--- src/rtl/ysyx_23060203_ifu.sv ---
// Instruction fetch unit: takes PCs from the PC generator, fetches each
// instruction over an AXI4-Lite read channel (AR and R only) and hands
// {pc, inst, err} to the decoder with a valid/ready handshake.
// At most one bus transaction is outstanding. A redirect flush kills the
// current fetch; any address already issued is still completed on the bus
// and its response is drained and dropped.
//
// Optional build macro: YSYX_23060203_IFU_ALIGN_CHECK_EN
//   defined   - an accepted PC with in_pc[1:0] != 0 never reaches the bus;
//               it is reported directly as a bus error with inst = 0.
//   undefined - no check; the full PC is passed to araddr unchanged.
module ysyx_23060203_ifu #(
    parameter int ADDR_W = 32,
    parameter int DATA_W = 32
) (
    input  logic              clk,
    input  logic              rstn,

    // PC generator side
    input  logic              in_valid,
    output logic              in_ready,
    input  logic [ADDR_W-1:0] in_pc,
    input  logic              flush,

    // AXI4-Lite read address channel
    output logic [ADDR_W-1:0] araddr,
    output logic              arvalid,
    input  logic              arready,

    // AXI4-Lite read data channel
    input  logic [DATA_W-1:0] rdata,
    input  logic [1:0]        rresp,
    input  logic              rvalid,
    output logic              rready,

    // Decoder side
    output logic              out_valid,
    input  logic              out_ready,
    output logic [ADDR_W-1:0] out_pc,
    output logic [DATA_W-1:0] out_inst,
    output logic              out_err
);

    typedef enum logic [2:0] {
        IDLE,   // waiting for a PC
        ADDR,   // address offered on AR, waiting for arready
        DATA,   // waiting for the read response
        DONE,   // instruction presented to the decoder
        DRAIN   // flushed fetch: swallow the pending response
    } state_t;

    state_t              state_q;
    state_t              state_d;
    logic [ADDR_W-1:0]   pc_q;
    logic [DATA_W-1:0]   inst_q;
    logic                err_q;
    logic                flushed_q;

    logic                accept;
    logic                misaligned;

`ifdef YSYX_23060203_IFU_ALIGN_CHECK_EN
    assign misaligned = |in_pc[1:0];
`else
    assign misaligned = 1'b0;
`endif

    assign accept = in_valid & in_ready;

    // State register
    // NOTE: sequential state uses non-blocking assignments so every flop
    // samples values from before the edge, independent of block order.
    always_ff @(posedge clk or negedge rstn) begin
        if (!rstn) begin
            state_q <= IDLE;
        end else begin
            state_q <= state_d;
        end
    end

    // Next-state decode
    // NOTE: state_d gets a default before the case so no path leaves it
    // unassigned, which would otherwise infer a latch.
    always_comb begin
        state_d = state_q;
        unique case (state_q)
            IDLE: begin
                if (accept) begin
                    state_d = misaligned ? DONE : ADDR;
                end
            end
            ADDR: begin
                // The address is never withdrawn; a flush only decides
                // whether the response is kept or drained.
                if (arready) begin
                    state_d = (flush | flushed_q) ? DRAIN : DATA;
                end
            end
            DATA: begin
                if (flush) begin
                    state_d = rvalid ? IDLE : DRAIN;
                end else if (rvalid) begin
                    state_d = DONE;
                end
            end
            DRAIN: begin
                if (rvalid) begin
                    state_d = IDLE;
                end
            end
            DONE: begin
                // accept already excludes flush, so a flushed handshake is void.
                if (flush) begin
                    state_d = IDLE;
                end else if (out_ready) begin
                    if (accept) begin
                        state_d = misaligned ? DONE : ADDR;
                    end else begin
                        state_d = IDLE;
                    end
                end
            end
            default: state_d = IDLE;
        endcase
    end

    // Output decode from registered state
    always_comb begin
        // rstn gates in_ready so no PC is taken while the block is held in reset.
        in_ready  = rstn & ~flush &
                    ((state_q == IDLE) | ((state_q == DONE) & out_ready));
        arvalid   = (state_q == ADDR);
        rready    = (state_q == DATA) | (state_q == DRAIN);
        out_valid = (state_q == DONE);
    end

    assign araddr   = pc_q;
    assign out_pc   = pc_q;
    assign out_inst = inst_q;
    assign out_err  = err_q;

    // Fetch payload: PC on acceptance, instruction and error on the response
    always_ff @(posedge clk or negedge rstn) begin
        if (!rstn) begin
            pc_q   <= '0;
            inst_q <= '0;
            err_q  <= 1'b0;
        end else begin
            if (accept) begin
                pc_q <= in_pc;
                if (misaligned) begin
                    inst_q <= '0;
                    err_q  <= 1'b1;
                end
            end
            if ((state_q == DATA) && rvalid && !flush) begin
                inst_q <= rdata;
                err_q  <= (rresp != 2'b00);
            end
        end
    end

    // Remembers a flush seen while the address is still waiting for arready
    always_ff @(posedge clk or negedge rstn) begin
        if (!rstn) begin
            flushed_q <= 1'b0;
        end else if (state_q == ADDR) begin
            flushed_q <= arready ? 1'b0 : (flushed_q | flush);
        end else begin
            flushed_q <= 1'b0;
        end
    end

endmodule

--- config.mk ---
export PLATFORM = sky130hd
export DESIGN_NAME = ysyx_23060203_ifu
export DESIGN_NICKNAME = d
export VERILOG_FILES = /design/src/rtl/ysyx_23060203_ifu.sv
export SDC_FILE = /design/constraint.sdc
export NUM_CORES = 1
export LEC_CHECK = 0
export CORE_UTILIZATION = 38
export CTS_CLUSTER_SIZE = 30
export DETAILED_ROUTE_END_ITERATION = 8
export PLACE_DENSITY = 0.88
export SLEW_MARGIN = 30
export SYNTH_ARGS = -nofsm -noshare
export SYNTH_HDL_FRONTEND = slang
export SYNTH_SLANG_ARGS = --single-unit
--- constraint.sdc ---
create_clock -name clk -period 2.4 [get_ports clk]
set_input_delay 0.48 -clock clk [delete_from_list [all_inputs] [get_ports clk]]
set_output_delay 0.48 -clock clk [all_outputs]
set_load 0.02 [all_outputs]
==> results of run 1 <==
[synth_stat cells]
cell type   n  area share (%)
inv_1       1            0.12
nand3_1     2            0.32
a21oi_1     2            0.32
nand2b_1    2            0.41
nand2_1     4            0.49
nor2_1      8            0.97
mux2_4     28              14
o31ai_1     1            0.24
a221oi_1    1            0.28
buf_2       5            0.81
mux2_2     36              13
buf_4      32             7.8
and3_1      1            0.20
a31o_2      1            0.28
buf_6       5             1.8
a211oi_1    1            0.24
or4_4       1            0.37
nand4_1     1            0.20
nor3_1      1            0.16
clkbuf_1    1            0.12
nor4_1      3            0.61
dfrtp_1    69              56
o21ai_0     2            0.32
nand3b_1    1            0.24
o21a_1      1            0.24
xnor2_1     1            0.28
nor4bb_1    1            0.32
[how the worst max path moves through the flow]
stage               slack, ns                    from  depth (start not counted)                       end
floorplan                0.57                   flush                          5  out_inst[10]$_DFFE_PN0P_
global placement        -0.03               out_ready                          5                  in_ready
detailed placement      -0.07               out_ready                          5                  in_ready
CTS                      0.09  state_q[0]$_DFFE_PN0P_                          3                   arvalid
global route             0.04  state_q[2]$_DFFE_PN0P_                          3                   arvalid
finish                   0.13  state_q[2]$_DFFE_PN0P_                          3                   arvalid
[worst max-delay path, stage by stage, from the launching register on]
cell             delay (ns)
dfrtp_1                0.48
nand2b_1               0.24
nor2_1                 0.11
clkdlybuf4s50_1        0.63
[metrics by stage]
stage                     util, %  cells  setup TNS [ns]  instance area, um^2
final                        63.3    470               0                 4910
after floorplan                 -    212               0                 3080
after global placement       60.7    454         -0.0281                 4710
after CTS                    63.2    470               0                 4910
after global routing         63.3    470               0                 4910
after detailed placement     60.7    454         -0.0726                 4710
[state kept, by name, summed over array words and instances, names as in the netlist]
register   flops
flushed_q      1
out_err        1
state_q        3
out_inst      32
araddr        32
[logic make-up (layout without fill, tap and decap cells)]
family | count (synthesis) | count (layout) | synth area share [%]
AOI/OAI and AO/OA | 9 | 9 | 1.95
xor gates and xnor gates | 1 | 1 | 0.284
buffers and inverters | 44 | 200 | 10.7
DFF | 69 | 69 | 56.0
muxes | 64 | 64 | 26.8
and+or+nand+nor | 25 | 25 | 4.30
[per-layer routing]
| layer | vias up | wire [um] | global-route usage, % |
|---|---|---|---|
| met5 | - | 0 | 0 |
| li1 | 1009 | - | - |
| met1 | 1070 | 2950 | 21.2 |
| met2 | 106 | 4060 | 32.5 |
| met4 | 0 | 141 | 6.77 |
| met3 | 14 | 480 | 4.06 |
[layout make-up]
type / count / area (um^2) / share of cell area, %
inverter: 1 / 3.75 / 0.0764
tap: 102 / 128 / 2.60
sequential: 69 / 1730 / 35.2
timing repair buffer: 183 / 1830 / 37.2
multi-input combinational: 99 / 1030 / 20.9
clock buffer: 10 / 138 / 2.80
clock inverter: 6 / 62.6 / 1.27
[report_power, final]
part	internal [mW]	switching, mW	leakage [nW]
registers	1.66	0.394	0.865
logic	1.92	1.58	1.21
clock network	0.506	0.431	0.106
total	4.09	2.40	2.19
==> impl_metrics.py, run 1 <==
metrics = {
    "placed_design": {
        "place.port_buffers": 173,
        "post-dp-hpwl_um": 5920,
        "place_congestion": 0.837,
        "dp_slack_ns": -0.0726,
    },
    "sta": {
        "fin_skew_ns": 0.00924,
        "finalSetupViolCount": 0,
        "grt_setup_unrepaired": "no",
        "relSlewSlack_pct": 66.9,
        "finalHoldViolations": 0,
        "tightest_slew_ns": 0.497,
        "fmax_mhz": 441,
        "slew_violations": 0,
        "holdWs_ns": 0.327,
        "finalCriticalPeriod_ns": 2.27,
        "fin_ws_ns": 0.134,
        "fin_crit_sh_pct": 94.4,
    },
    "synthesis": {
        "synth_fp_nets": 285,
        "avgSynthCellArea_um2": 14.5,
        "ys_types": 27,
        "ys_seq_elements": 69,
        "seq_area_frac_synth_pct": 56.0,
        "netlist_instances": 212,
        "netlist_area_um2": 3080,
        "ys_warn_count": 0,
    },
    "global_routing": {
        "grt_max_degree": 41,
        "track_usage_pct": 18.2,
        "grt_pass1_wl_um": 11800,
        "grt_overflow": 0,
        "antenna_found_initial": 0,
        "grt_pass1_vias": 2258,
    },
    "setup_path": {
        "start_kind": "flip-flop",
        "r2r.worst_path.cells": 6,
        "r2r_setup_slack_ns": 0.65,
        "critical_path_required_ns": 1.92,
        "r2r_end": "araddr[22]$_DFFE_PN0P_",
        "critPathArrivalTime_ns": 1.79,
        "cp-end-kind": "output port",
        "r2r_start": "state_q[1]$_DFFE_PN0P_",
        "critical_path_class": "flip-flop to output port",
        "path_max_fanout": 9,
    },
    "drt": {
        "routed_via_density": 4.68,
        "remaining_drc_errors": 0,
        "wl_per_cell_um": 16.2,
        "routed_wl_um": 7630,
        "drt-pass1-iter-count": 4,
        "drt-initial-drc-count": 41,
        "ant_nets": 0,
        "vias": 2199,
    },
    "floorplanning": {
        "dieArea_um2": 8480,
        "initial_utilization_pct": 39.7,
        "core_um2": 7770,
        "fp.dieW_um": 92.1,
        "pin_count": 174,
        "rows": 32,
        "die_h_um": 92.1,
    },
    "cells_and_area": {
        "drive_gt1_share_pct": 25.8,
        "fillCellCount": 623,
        "fin_nets": 436,
        "area_delta_synth_final_pct": 59.4,
        "diodes": 0,
        "layout_commonest_cell": "clkdlybuf4s50_1",
        "final_cell_mix": "clkdlybuf4s50_1 (171), dfrtp_1 (67), mux2_2 (36)",
    },
    "clock_network": {
        "post_cts_buffers": 0,
        "postCtsHoldBufs": 0,
        "clock-root-buffer": "clkbuf_8",
        "post_cts_resized": 1,
        "tritoncts": "done",
        "clk_pin_slew_ns": 0.07,
        "cts_max_level": 3,
        "cts_made_buffers": 9,
        "clock_sinks": 69,
        "worstSkewPairLatency_ns": 0.34,
        "cts_buffer_depth": 2,
    },
    "flow_run": {
        "cap_viol_max_count": 0,
    },
    "pwr": {
        "p_leak_nw": 2.19,
        "peakVddDrop_v": 0.000584,
        "powerDensity_nw_per_um2": 1320,
        "p_total_mw": 6.49,
    },
    "hold_path": {
        "hold_path.class": "primary input to async pin",
    },
    "outcome": {
        "status": "finished, final reports clean",
    },
}
No activity file was read; power rests on OpenSTA's default activity.
==> run 2, diff against run 1 <==
Settings changed: RECOVER_POWER from default to 100, REMOVE_ABC_BUFFERS from default to 1, TNS_END_PERCENT from default to 100.
==> run 2 against run 1 <==
  * Die area unchanged
  * Sequential share of layout area increased by 1.0 points
  * Sequential power decreased by 3%
  * Final cell count decreased by 0.21%
  * Utilization decreased by 1.8 points
  * Register-to-register slack got worse by 0.31 ns
  * Critical path depth increased by 2
  * Sequential cell count unchanged
  * Clock skew about the same
  * Combinational power decreased by 13%
  * Worst hold slack improved by 0.16 ns
  * Largest cell class unchanged
  * Highest routed layer unchanged
==> impl_metrics.py, run 2 (synthesis results as in run 1) <==
metrics = {
    "drt": {
        "ant_nets": 0,
        "topRoutingLayerUsed": "met4",
        "drt-pass1-iter-count": 4,
        "routed_wl_um": 6980,
        "remaining_drc_errors": 0,
        "m1WireLength_um": 2920,
        "routed_via_density": 4.59,
        "drt-initial-drc-count": 35,
        "dr_wl_met2_um": 3330,
        "wl_met3_um": 673,
        "vias": 2153,
        "wl_per_cell_um": 14.9,
    },
    "pwr": {
        "powerDensity_nw_per_um2": 1250,
        "p_leak_nw": 2.16,
        "peakVddDrop_v": 0.000539,
        "p_total_mw": 5.98,
    },
    "sta": {
        "fin_ws_ns": 0.144,
        "fmax_mhz": 443,
        "finalCriticalPeriod_ns": 2.26,
        "finalHoldViolations": 0,
        "fin_skew_ns": 0.00959,
        "finalSetupViolCount": 0,
        "grt_setup_unrepaired": "no",
        "tightest_slew_ns": 0.787,
        "slew_violations": 0,
        "fin_crit_sh_pct": 94.0,
        "relSlewSlack_pct": 47.6,
    },
    "setup_path": {
        "r2r.worst_path.cells": 3,
        "critical_path_required_ns": 2.61,
        "r2r_setup_slack_ns": 0.34,
        "critical_path_class": "primary input to flip-flop",
        "path_max_fanout": 34,
        "crit_end": "out_inst[28]$_DFFE_PN0P_",
        "critPathArrivalTime_ns": 2.46,
        "cp-end-kind": "flip-flop",
        "r2r_start": "state_q[0]$_DFFE_PN0P_",
        "r2r_end": "out_inst[28]$_DFFE_PN0P_",
        "start_kind": "primary input",
        "crit_start": "flush",
    },
    "cells_and_area": {
        "fin_nets": 435,
        "area_delta_synth_final_pct": 54.7,
        "instances_no_fill": 469,
        "fin_util_pct": 61.4,
        "drive_gt1_share_pct": 17.2,
        "final_cell_mix": "dlygate4sd3_1 (100), clkdlybuf4s50_1 (72), dfrtp_1 (68)",
        "diodes": 0,
        "layout_commonest_cell": "dlygate4sd3_1",
    },
    "clock_network": {
        "clk_pin_slew_ns": 0.08,
        "cts_max_level": 3,
        "clock-root-buffer": "clkbuf_8",
        "post_cts_buffers": 0,
        "cts_buffer_depth": 2,
        "cts_made_buffers": 9,
        "clock_sinks": 69,
        "worstSkewPairLatency_ns": 0.33,
        "tritoncts": "done",
    },
    "placed_design": {
        "post-dp-hpwl_um": 5300,
        "place.port_buffers": 173,
        "post-place-cells": 452,
        "dp_slack_ns": -0.0451,
        "place_congestion": 0.770,
    },
    "floorplanning": {
        "rows": 32,
        "dieArea_um2": 8480,
        "die_h_um": 92.1,
        "core_um2": 7770,
        "initial_utilization_pct": 39.7,
        "pin_count": 174,
        "fp.dieW_um": 92.1,
    },
    "global_routing": {
        "grt_pass1_wl_um": 11200,
        "track_usage_pct": 17.0,
        "antenna_found_initial": 0,
        "grt_overflow": 0,
        "grt_pass1_vias": 2322,
        "grt_max_degree": 36,
    },
    "hold_path": {
        "hold_depth": 1,
        "min_from": "out_inst[12]$_DFFE_PN0P_",
        "hold_path.class": "flip-flop to flip-flop",
    },
    "flow_run": {
        "cap_viol_max_count": 0,
    },
    "outcome": {
        "status": "finished, final reports clean",
    },
}
-- run 2: changes by cell type in the layout (fill, tap and decap cells not counted), moves of 2 or more --
cell,previous run,this run
mux2_4,28,0
dlygate4sd3_1,0,100
clkinv_2,3,1
clkdlybuf4s50_1,171,72
buf_4,8,4
mux2_1,0,28
clkinvlp_4,0,3
buf_12,2,0
-- run 2: per-stage QoR --
step	TNS, ns	hold WS, ns	area [um^2]
floorplan	0	0.184	2760
global placement	-0.0152	0.314	4700
detailed placement	-0.0451	0.314	4700
CTS	0	0.507	4900
global route	0	0.501	4770
finish	0	0.489	4770
-- run 2: critical path, cell delays in order --
cell and delay, ns:
clkdlybuf4s50_1 0.41, clkbuf_1 0.19, or4_2 0.63, clkbuf_4 0.34, mux2_1 0.40
-- run 2: final cells by class --
cell class                      count  area, um^2
Fill cell                         622        3000
Timing Repair Buffer              182        1790
Sequential cell                    69        1730
Multi-Input combinational cell     99         920
Tap cell                          102         128
Clock buffer                        9         124
Clock inverter                      7        75.1
Inverter                            1        3.75
-- run 2: worst min path at each step --
stage                               end
6_report       out_inst[12]$_DFFE_PN0P_
5_1_grt        out_inst[12]$_DFFE_PN0P_
4_1_cts          state_q[1]$_DFFE_PN0P_
3_5_place_dp     state_q[0]$_DFFE_PN0P_
3_3_place_gp     state_q[0]$_DFFE_PN0P_
2_1_floorplan     araddr[0]$_DFFE_PN0P_
-- run 2: routing by layer --
| layer | global-route usage (%) | vias up |
|---|---|---|
| li1 | - | 1004 |
| met1 | 20.3 | 1015 |
| met2 | 28.3 | 129 |
| met3 | 5.31 | 5 |
| met4 | 7.29 | 0 |
| met5 | 0 | - |
-- run 2: report_power, final --
group          leakage [nW]  internal, mW  switching [mW]  total [mW]
Combinational          1.20          1.49            1.56        3.05
Sequential            0.866          1.66           0.340        2.00
Clock                0.0918         0.483           0.447       0.930
Total                  2.16          3.63            2.34        5.98
-- run 2: what timing repair did --
| action | 4_1_cts | 5_1_grt |
|---|---|---|
| endpoints found under the setup margin | 1 | 1 |
| pin swaps | 0 | 0 |
| endpoints found under the hold margin | 2 | 0 |
| gates resized for setup | 1 | 1 |
| hold buffers | 1 | 0 |
